File: src/rtl/game_ctrl.sv
// Game sequencing controller for a paddle-and-ball game: owns lives, level and
// the game state, and turns button levels into paddle step and serve pulses.
module game_ctrl #(
    parameter int LIVES_INIT = 3,
    parameter int MOVE_DIV   = 50000,
    parameter int MISS_HOLD  = 25000000
) (
    input  logic       clk,
    input  logic       reset,
    input  logic       btn_start,
    input  logic       btn_pause,
    input  logic       btn_left,
    input  logic       btn_right,
    input  logic       ball_missed,
    input  logic       bricks_cleared,
    output logic       board_rst,
    output logic       board_pause,
    output logic       move_left,
    output logic       move_right,
    output logic       ball_launch,
    output logic [2:0] lives,
    output logic [3:0] level,
    output logic [2:0] state
);

    typedef enum logic [2:0] {
        S_IDLE   = 3'd0,
        S_SERVE  = 3'd1,
        S_PLAY   = 3'd2,
        S_PAUSED = 3'd3,
        S_MISS   = 3'd4,
        S_OVER   = 3'd5
    } state_t;

    localparam logic [19:0] MOVE_LAST  = 20'(MOVE_DIV - 1);
    localparam logic [25:0] MISS_LAST  = 26'(MISS_HOLD - 1);
    localparam logic [2:0]  LIVES_LOAD = 3'(LIVES_INIT);

    state_t      r_state;
    state_t      r_saved;
    logic        r_start_prev;
    logic        r_pause_prev;
    logic [2:0]  r_lives;
    logic [3:0]  r_level;
    logic [19:0] r_move_cnt;
    logic [25:0] r_miss_cnt;
    logic        r_board_rst;
    logic        r_board_pause;
    logic        r_ball_launch;
    logic        r_move_left;
    logic        r_move_right;

    logic w_start_edge;
    logic w_pause_edge;
    logic w_hold_active;
    logic w_tick;

    assign w_start_edge = btn_start & ~r_start_prev;
    assign w_pause_edge = btn_pause & ~r_pause_prev;
    assign w_tick       = (r_move_cnt == MOVE_LAST);

    // True when this edge keeps the paddle live in SERVE/PLAY without leaving
    // or re-entering SERVE; the move counter only advances (and ticks) then.
    assign w_hold_active = ((r_state == S_SERVE) && !w_pause_edge) ||
                           ((r_state == S_PLAY) && !ball_missed &&
                            !bricks_cleared && !w_pause_edge);

    always_ff @(posedge clk or posedge reset) begin
        if (reset) begin
            r_state       <= S_IDLE;
            r_saved       <= S_SERVE;
            r_start_prev  <= 1'b0;
            r_pause_prev  <= 1'b0;
            r_lives       <= 3'd0;
            r_level       <= 4'd0;
            r_move_cnt    <= 20'd0;
            r_miss_cnt    <= 26'd0;
            r_board_rst   <= 1'b0;
            r_board_pause <= 1'b1;
            r_ball_launch <= 1'b0;
            r_move_left   <= 1'b0;
            r_move_right  <= 1'b0;
        end else begin
            r_start_prev  <= btn_start;
            r_pause_prev  <= btn_pause;
            r_board_rst   <= 1'b0;
            r_ball_launch <= 1'b0;
            r_move_left   <= w_hold_active & w_tick & btn_left & ~btn_right;
            r_move_right  <= w_hold_active & w_tick & btn_right & ~btn_left;

            if (w_hold_active) begin
                r_move_cnt <= w_tick ? 20'd0 : r_move_cnt + 20'd1;
            end else begin
                r_move_cnt <= 20'd0;
            end

            case (r_state)
                S_IDLE, S_OVER: begin
                    if (w_start_edge) begin
                        r_state       <= S_SERVE;
                        r_lives       <= LIVES_LOAD;
                        r_level       <= 4'd1;
                        r_board_rst   <= 1'b1;
                        r_board_pause <= 1'b0;
                    end
                end

                S_SERVE: begin
                    if (w_pause_edge) begin
                        r_saved       <= S_SERVE;
                        r_state       <= S_PAUSED;
                        r_board_pause <= 1'b1;
                    end else if (w_start_edge) begin
                        r_state       <= S_PLAY;
                        r_ball_launch <= 1'b1;
                    end
                end

                S_PLAY: begin
                    // A cleared board beats a simultaneous miss: no life is lost.
                    if (bricks_cleared) begin
                        r_state     <= S_SERVE;
                        r_level     <= (r_level == 4'd15) ? r_level : r_level + 4'd1;
                        r_board_rst <= 1'b1;
                    end else if (ball_missed) begin
                        r_state       <= S_MISS;
                        r_lives       <= (r_lives == 3'd0) ? 3'd0 : r_lives - 3'd1;
                        r_miss_cnt    <= 26'd0;
                        r_board_pause <= 1'b1;
                    end else if (w_pause_edge) begin
                        r_saved       <= S_PLAY;
                        r_state       <= S_PAUSED;
                        r_board_pause <= 1'b1;
                    end
                end

                S_PAUSED: begin
                    if (w_pause_edge) begin
                        r_state       <= r_saved;
                        r_board_pause <= 1'b0;
                    end
                end

                S_MISS: begin
                    if (r_miss_cnt == MISS_LAST) begin
                        r_miss_cnt <= 26'd0;
                        if (r_lives == 3'd0) begin
                            r_state <= S_OVER;
                        end else begin
                            r_state       <= S_SERVE;
                            r_board_rst   <= 1'b1;
                            r_board_pause <= 1'b0;
                        end
                    end else begin
                        r_miss_cnt <= r_miss_cnt + 26'd1;
                    end
                end

                default: begin
                    r_state       <= S_IDLE;
                    r_board_pause <= 1'b1;
                end
            endcase
        end
    end

    assign board_rst   = r_board_rst;
    assign board_pause = r_board_pause;
    assign move_left   = r_move_left;
    assign move_right  = r_move_right;
    assign ball_launch = r_ball_launch;
    assign lives       = r_lives;
    assign level       = r_level;
    assign state       = r_state;

endmodule

File: config.mk
export PLATFORM = sky130hd
export DESIGN_NAME = game_ctrl
export DESIGN_NICKNAME = d
export VERILOG_FILES = /design/src/rtl/game_ctrl.sv
export SDC_FILE = /design/constraint.sdc
export NUM_CORES = 1
export LEC_CHECK = 0
export CORE_MARGIN = 2
export CORE_UTILIZATION = 50
export CTS_CLUSTER_DIAMETER = 100
export DETAILED_ROUTE_END_ITERATION = 16
export PLACE_DENSITY = 0.7
export SKIP_CTS_REPAIR_TIMING = 1
export SLEW_MARGIN = 5
export SYNTH_ARGS = -nofsm -noshare
export SYNTH_HDL_FRONTEND = slang
export SYNTH_SLANG_ARGS = --single-unit
File: constraint.sdc
create_clock -name clk -period 2.7 [get_ports clk]
set_input_delay 0.27 -clock clk [delete_from_list [all_inputs] [get_ports clk]]
set_output_delay 0.27 -clock clk [all_outputs]
set_load 0.05 [all_outputs]
==> flow_summary_export.csv, run 1 <==
group,metric,value,unit
status,status,"finished clean",
detailed_routing,remaining_drc_errors,0,
clocking,clk_pin_slew,0.07,ns
worst_setup_path,crit_buf_inv,0,
floorplan,io_pins,23,
global_routing,antenna_found_initial,0,
global_routing,grt_use_met2,31.5,%
timing,setup_viol,0,
flow_run,max_cap_violations,0,
clocking,clkLatencyLatePin,0.35,ns
worst_setup_path,rr_startpoint,"r_miss_cnt[17]",
layout,n_antenna_cell,0,
synth,ys.flop_type,"dfrtp_1",
power_and_ir_drop,power_density,864,nW/µm²
worst_setup_path,end_kind,"register",
global_routing,grt_pass1_wl,12800,µm
timing,worst_slew_pin_slew,0.648,ns
worst_setup_path,cp_slowest_stage_delay,0.57,ns
worst_setup_path,worstPathMaxFanout,13,
global_routing,globalRouteOverflowTotal,0,
floorplan,dieArea,7910,µm²
clocking,clock_path_buffers,2,
worst_setup_path,worstRegToRegCells,5,
synth,synthCells,395,
worst_setup_path,r2r_slack,0.39,ns
timing,hold_violations,0,
global_routing,grt_use_total,20.8,%
clocking,clock-sinks,65,
worst_setup_path,critPathRequiredTime,2.93,ns
global_routing,grt_max_degree,30,
timing,hold_ws,0.330,ns
timing,max_slew_margin,56.8,%
layout,register_area,1630,µm²
worst_setup_path,reg2reg_to,"state[0]",
timing,slew_violations,0,
worst_setup_path,crit_slowest_cell,"or4b_4",
synth,syn-num-nets,406,
global_routing,grt_busiest_layer,"met2",
global_routing,first_global_vias,2736,
clocking,cts_buffers,9,
layout,fin_util,59.9,%
worst_setup_path,crit_chain,"or4b_4 > nor4_4 > a21o_4 > o2111a_4 > mux2_4",
synth,yosysWarnings,0,
placed_design,port-buffer-count,22,
layout,nFillCells,585,
clocking,htreeDepth,3,
detailed_routing,post_drt_wl_per_cell,14.6,µm
power_and_ir_drop,power,3560,µW
floorplan,initial_core_util,52.5,%
timing,fin_crit_sh,85.5,%
global_routing,use_met3,4.43,%
synth,synth_area,3610,µm²
timing,fin_tns_setup,0,ns
global_routing,met1_usage,29.6,%
synth,synth.avg_cell_area,9.13,µm²
synth,synth-edff-count,0,
worst_setup_path,path_delay_family,"simple AND/OR/NAND/NOR gates",
timing,period_needed,2.31,ns
timing,rsz0062_at_grt,"false",
synth,ys_ff_latch,65,
floorplan,core,6870,µm²
detailed_routing,vias,3000,
layout,multiInputGateArea,1820,µm²
layout,areaGrowthSynthToFinish,14.1,%
timing,finClkSkew,0.00871,ns
floorplan,die_w,88.9,µm
floorplan,die-height,88.9,µm
synth,yosysUniqueCellTypes,61,
detailed_routing,avgViaCountPerCell,5.76,
worst_setup_path,worst_ep_arrival_time,2.54,ns
worst_setup_path,criticalPathCategory,"register to register",
detailed_routing,dr.pass1.iters,4,
layout,final_nets,431,
detailed_routing,drt_wl_total,7600,µm
placed_design,dp_hpwl,5270,µm
floorplan,rows,30,
timing,max_clock_freq,0.433,GHz
layout,drive_gt1_share,10.8,%
clocking,clockRootBuffer,"clkbuf_8",
power_and_ir_drop,ir_drop,0.385,mV
detailed_routing,detail_route.iter0.violations,147,
worst_setup_path,start_kind,"register",
clocking,cts_tree,"built",
min_path,hold_path_class,"input pin to async pin",
placed_design,place.gp.congestion,0.846,
power_and_ir_drop,p_leak,0.00159,µW
synth,synthArstFlopShare,100,%
synth,yosysSeqAreaShare,45.2,%
detailed_routing,ant_nets,0,
==> sequential cells by signal (all words and copies together) (netlist names) <==
register      cells
state             3
board_pause       1
r_saved           2
ball_launch       1
r_start_prev      1
lives             3
r_pause_prev      1
board_rst         1
move_right        1
level             4
move_left         1
r_miss_cnt       26
r_move_cnt       20
==> cells by family after synthesis <==
group	Yosys count	synth area share, %
and+or+nand+nor	185	27.2
muxes	6	2.12
AOI/OAI and AO/OA	84	15.3
buffers and inverters	32	4.37
DFF	65	45.2
adders and majority gates	3	1.04
xor gates and xnor gates	20	4.86
==> cells in the final DEF, fill, tap and decap left out, types with 7 or more instances in the layout <==
cell type and count:
dfrtp_1 63, nor2_1 43, nand2_1 34, nand3_1 27, a21oi_1 23, clkdlybuf4s50_1 22
nor3_1 18, xnor2_1 15, inv_1 14, o21ai_0 14, a31oi_1 13, nand2b_1 10
clkbuf_8 10, nand4_1 8, nor2b_1 8, buf_4 8, or3_1 7
==> Yosys cell counts, drive strengths merged, types with 6 or more instances <==
cell    instances  area share, %
nor2b           8            1.4
nand4           8            1.4
clkbuf          8           0.83
nor3           19            2.8
nand2b         10            1.7
xnor2          15            3.6
o21ai          19            2.6
a21oi          24            3.4
nor2           43            4.5
nor4            6            2.0
nand2          35            3.7
dfrtp          63             44
a31oi          13            2.3
nand3          27            3.7
buf             9            2.0
or3             8            1.4
inv            15            1.6
==> power breakdown <==
| part | switching (µW) | leakage [µW] | total (µW) | internal, µW |
|---|---|---|---|---|
| clock network | 361 | 0.000100 | 809 | 448 |
| registers | 289 | 0.000854 | 1500 | 1210 |
| logic | 722 | 0.000635 | 1250 | 529 |
==> worst max path at each step <==
stage,endpoint,cells after the start,startpoint
after floorplan,state[0],5,r_miss_cnt[8]
after global placement,state[0],5,r_miss_cnt[8]
after detailed placement,state[0],5,r_miss_cnt[17]
after CTS,state[0],5,r_miss_cnt[17]
after global routing,state[0],5,r_miss_cnt[17]
final,state[0],5,r_miss_cnt[17]
==> final cells by class <==
class	instances	share of cell area, %
Multi-Input combinational cell	298	44.2
Tap cell	96	2.92
Clock inverter	4	1.09
Timing Repair Buffer	31	7.29
Inverter	15	1.37
Clock buffer	12	3.53
Sequential cell	65	39.6
==> stage by stage <==
stage	instances	setup slack [ns]	instance area [µm²]
finish	521	0.393	4120
global route	521	0.297	4120
CTS	521	0.399	4120
detailed placement	505	0.413	3930
global placement	505	0.457	3930
floorplan	395	0.596	3610
==> metal layers <==
metal,share of wire (%),routed length (µm)
met5,0,0
met4,1.3,99
met3,4.3,324
met2,45,3420
met1,49,3750
Power figures use the tool's default switching activity.
==> run 2: changes to the inputs <==
- SETUP_SLACK_MARGIN: default -> 0.1
==> results of run 2 <==
Same layout as run 1: the final DEF is identical, and so are final timing and power.
==> run 3: changes to the inputs <==
- MAX_ROUTING_LAYER: default -> met4
- TNS_END_PERCENT: default -> 30
==> run 3 against run 2 <==
Compared with the run above:
- power is essentially flat
- global-route usage is 0.64 points higher
- worst setup slack got worse by 0.0012 ns
- fmax about the same
- highest routed layer unchanged
==> flow_summary_export.csv, run 3 (same netlist as run 1, synthesis figures left out) <==
group,metric,value,unit
floorplan,die_w,88.9,µm
timing,layout_setup_ws,0.392,ns
worst_setup_path,critPathRequiredTime,2.93,ns
placed_design,port-buffer-count,22,
worst_setup_path,crit_chain,"or4b_4 > nor4_4 > a21o_4 > o2111a_4 > mux2_4",
power_and_ir_drop,ir_drop,0.382,mV
timing,slew_violations,0,
layout,top_register,"r_miss_cnt",
floorplan,die-height,88.9,µm
clocking,cts_buffers,9,
timing,fin_crit_sh,85.5,%
floorplan,core,6870,µm²
timing,rsz0062_at_grt,"false",
placed_design,dp_slack,0.413,ns
placed_design,place.gp.congestion,0.859,
detailed_routing,remaining_drc_errors,0,
worst_setup_path,start_kind,"register",
global_routing,grt_max_degree,30,
detailed_routing,vias,2980,
flow_run,max_cap_violations,0,
min_path,hold_path_class,"input pin to async pin",
worst_setup_path,cp-endpoint,"state[0]",
layout,n_antenna_cell,0,
timing,finClkSkew,0.00937,ns
clocking,clk_pin_slew,0.07,ns
global_routing,globalRouteOverflowTotal,0,
worst_setup_path,cp_slowest_stage_delay,0.57,ns
floorplan,io_pins,23,
worst_setup_path,worstPathMaxFanout,13,
timing,max_slew_margin,57.3,%
global_routing,grt_pass1_wl,12800,µm
global_routing,grt_use_total,21.4,%
power_and_ir_drop,power_density,864,nW/µm²
timing,setup_viol,0,
clocking,clockRootBuffer,"clkbuf_8",
timing,worst_slew_pin_slew,0.640,ns
floorplan,dieArea,7910,µm²
global_routing,antenna_found_initial,0,
layout,largest_reg_flops,26,
worst_setup_path,criticalPathCategory,"register to register",
detailed_routing,drt_wl_total,7560,µm
worst_setup_path,crit_slowest_cell,"or4b_4",
timing,period_needed,2.31,ns
detailed_routing,post_drt_wl_per_cell,14.5,µm
timing,fin_tns_setup,0,ns
worst_setup_path,worstRegToRegCells,5,
power_and_ir_drop,p_leak,0.00159,µW
detailed_routing,detail_route.iter0.violations,137,
timing,max_clock_freq,0.433,GHz
worst_setup_path,end_kind,"register",
worst_setup_path,r2r_slack,0.39,ns
layout,mostFrequentLayoutCells,"dfrtp_1, nor2_1, nand2_1",
layout,drive_gt1_share,10.8,%
clocking,htreeDepth,3,
layout,final_nets,431,
layout,areaGrowthSynthToFinish,14.1,%
worst_setup_path,worst_ep_arrival_time,2.53,ns
worst_setup_path,startpoint,"r_miss_cnt[17]",
global_routing,first_global_vias,2730,
detailed_routing,avgViaCountPerCell,5.72,
floorplan,rows,30,
clocking,clkLatencyLatePin,0.34,ns
clocking,cts_tree,"built",
floorplan,initial_core_util,52.5,%
clocking,clock-sinks,65,
layout,layout.cells.most_common,"dfrtp_1",
placed_design,dp_hpwl,5270,µm
worst_setup_path,reg2reg_to,"state[0]",
timing,hold_violations,0,
worst_setup_path,rr_startpoint,"r_miss_cnt[17]",
detailed_routing,ant_nets,0,
clocking,clock_path_buffers,2,
detailed_routing,dr.pass1.iters,4,
status,status,"finished clean",
[run 3: cell counts in the layout (fill, tap and decap cells not counted)]
No cell type changed its count.
[run 3: worst min-delay path by stage]
stage | to | cells after the start | from
4_1_cts | r_move_cnt[16] | 2 | reset
3_5_place_dp | r_saved[0] | 2 | r_saved[0]
2_1_floorplan | r_pause_prev | 0 | btn_pause
6_report | r_move_cnt[16] | 2 | reset
3_3_place_gp | r_move_cnt[0] | 1 | r_move_cnt[0]
5_1_grt | r_move_cnt[4] | 2 | reset
[run 3: final cells by class]
cell class                 count  area [µm²]
tap                           96         120
clock inverter                 4        45.0
multi-input combinational    298        1820
timing repair buffer          31         300
clock buffer                  12         145
fill                         585        2750
inverter                      15        56.3
sequential                    65        1630
[run 3: critical path, delay by kind of cell (launching register included)]
kind            cells  cell delay (ns)
compound gates      2             0.53
mux                 1             0.29
flops               1             0.44
simple gates        2             0.92
[run 3: power by group]
group          total, µW  internal (µW)  switching, µW
clock                809            448            361
sequential          1500           1210            288
combinational       1250            529            721
total               3550           2180           1370
[run 3: layer usage]
layer  part of all wire [%]  wire (µm)  GRT usage, %
met5                      0          0             -
met4                    1.5        110          7.46
met3                    4.0        302          4.43
met2                     45       3400          31.5
met1                     50       3750          29.6
[run 3: metrics by stage]
| step | hold slack, ns | util [%] | cells | total power [µW] | area (µm²) |
|---|---|---|---|---|---|
| floorplan | 0.301 | - | 395 | 2410 | 3610 |
| global placement | 0.468 | 57.2 | 505 | 2730 | 3930 |
| detailed placement | 0.474 | 57.2 | 505 | 2760 | 3930 |
| CTS | 0.355 | 59.9 | 521 | 3570 | 4120 |
| global route | 0.393 | 59.9 | 521 | 3790 | 4120 |
| finish | 0.328 | 59.9 | 521 | 3550 | 4120 |
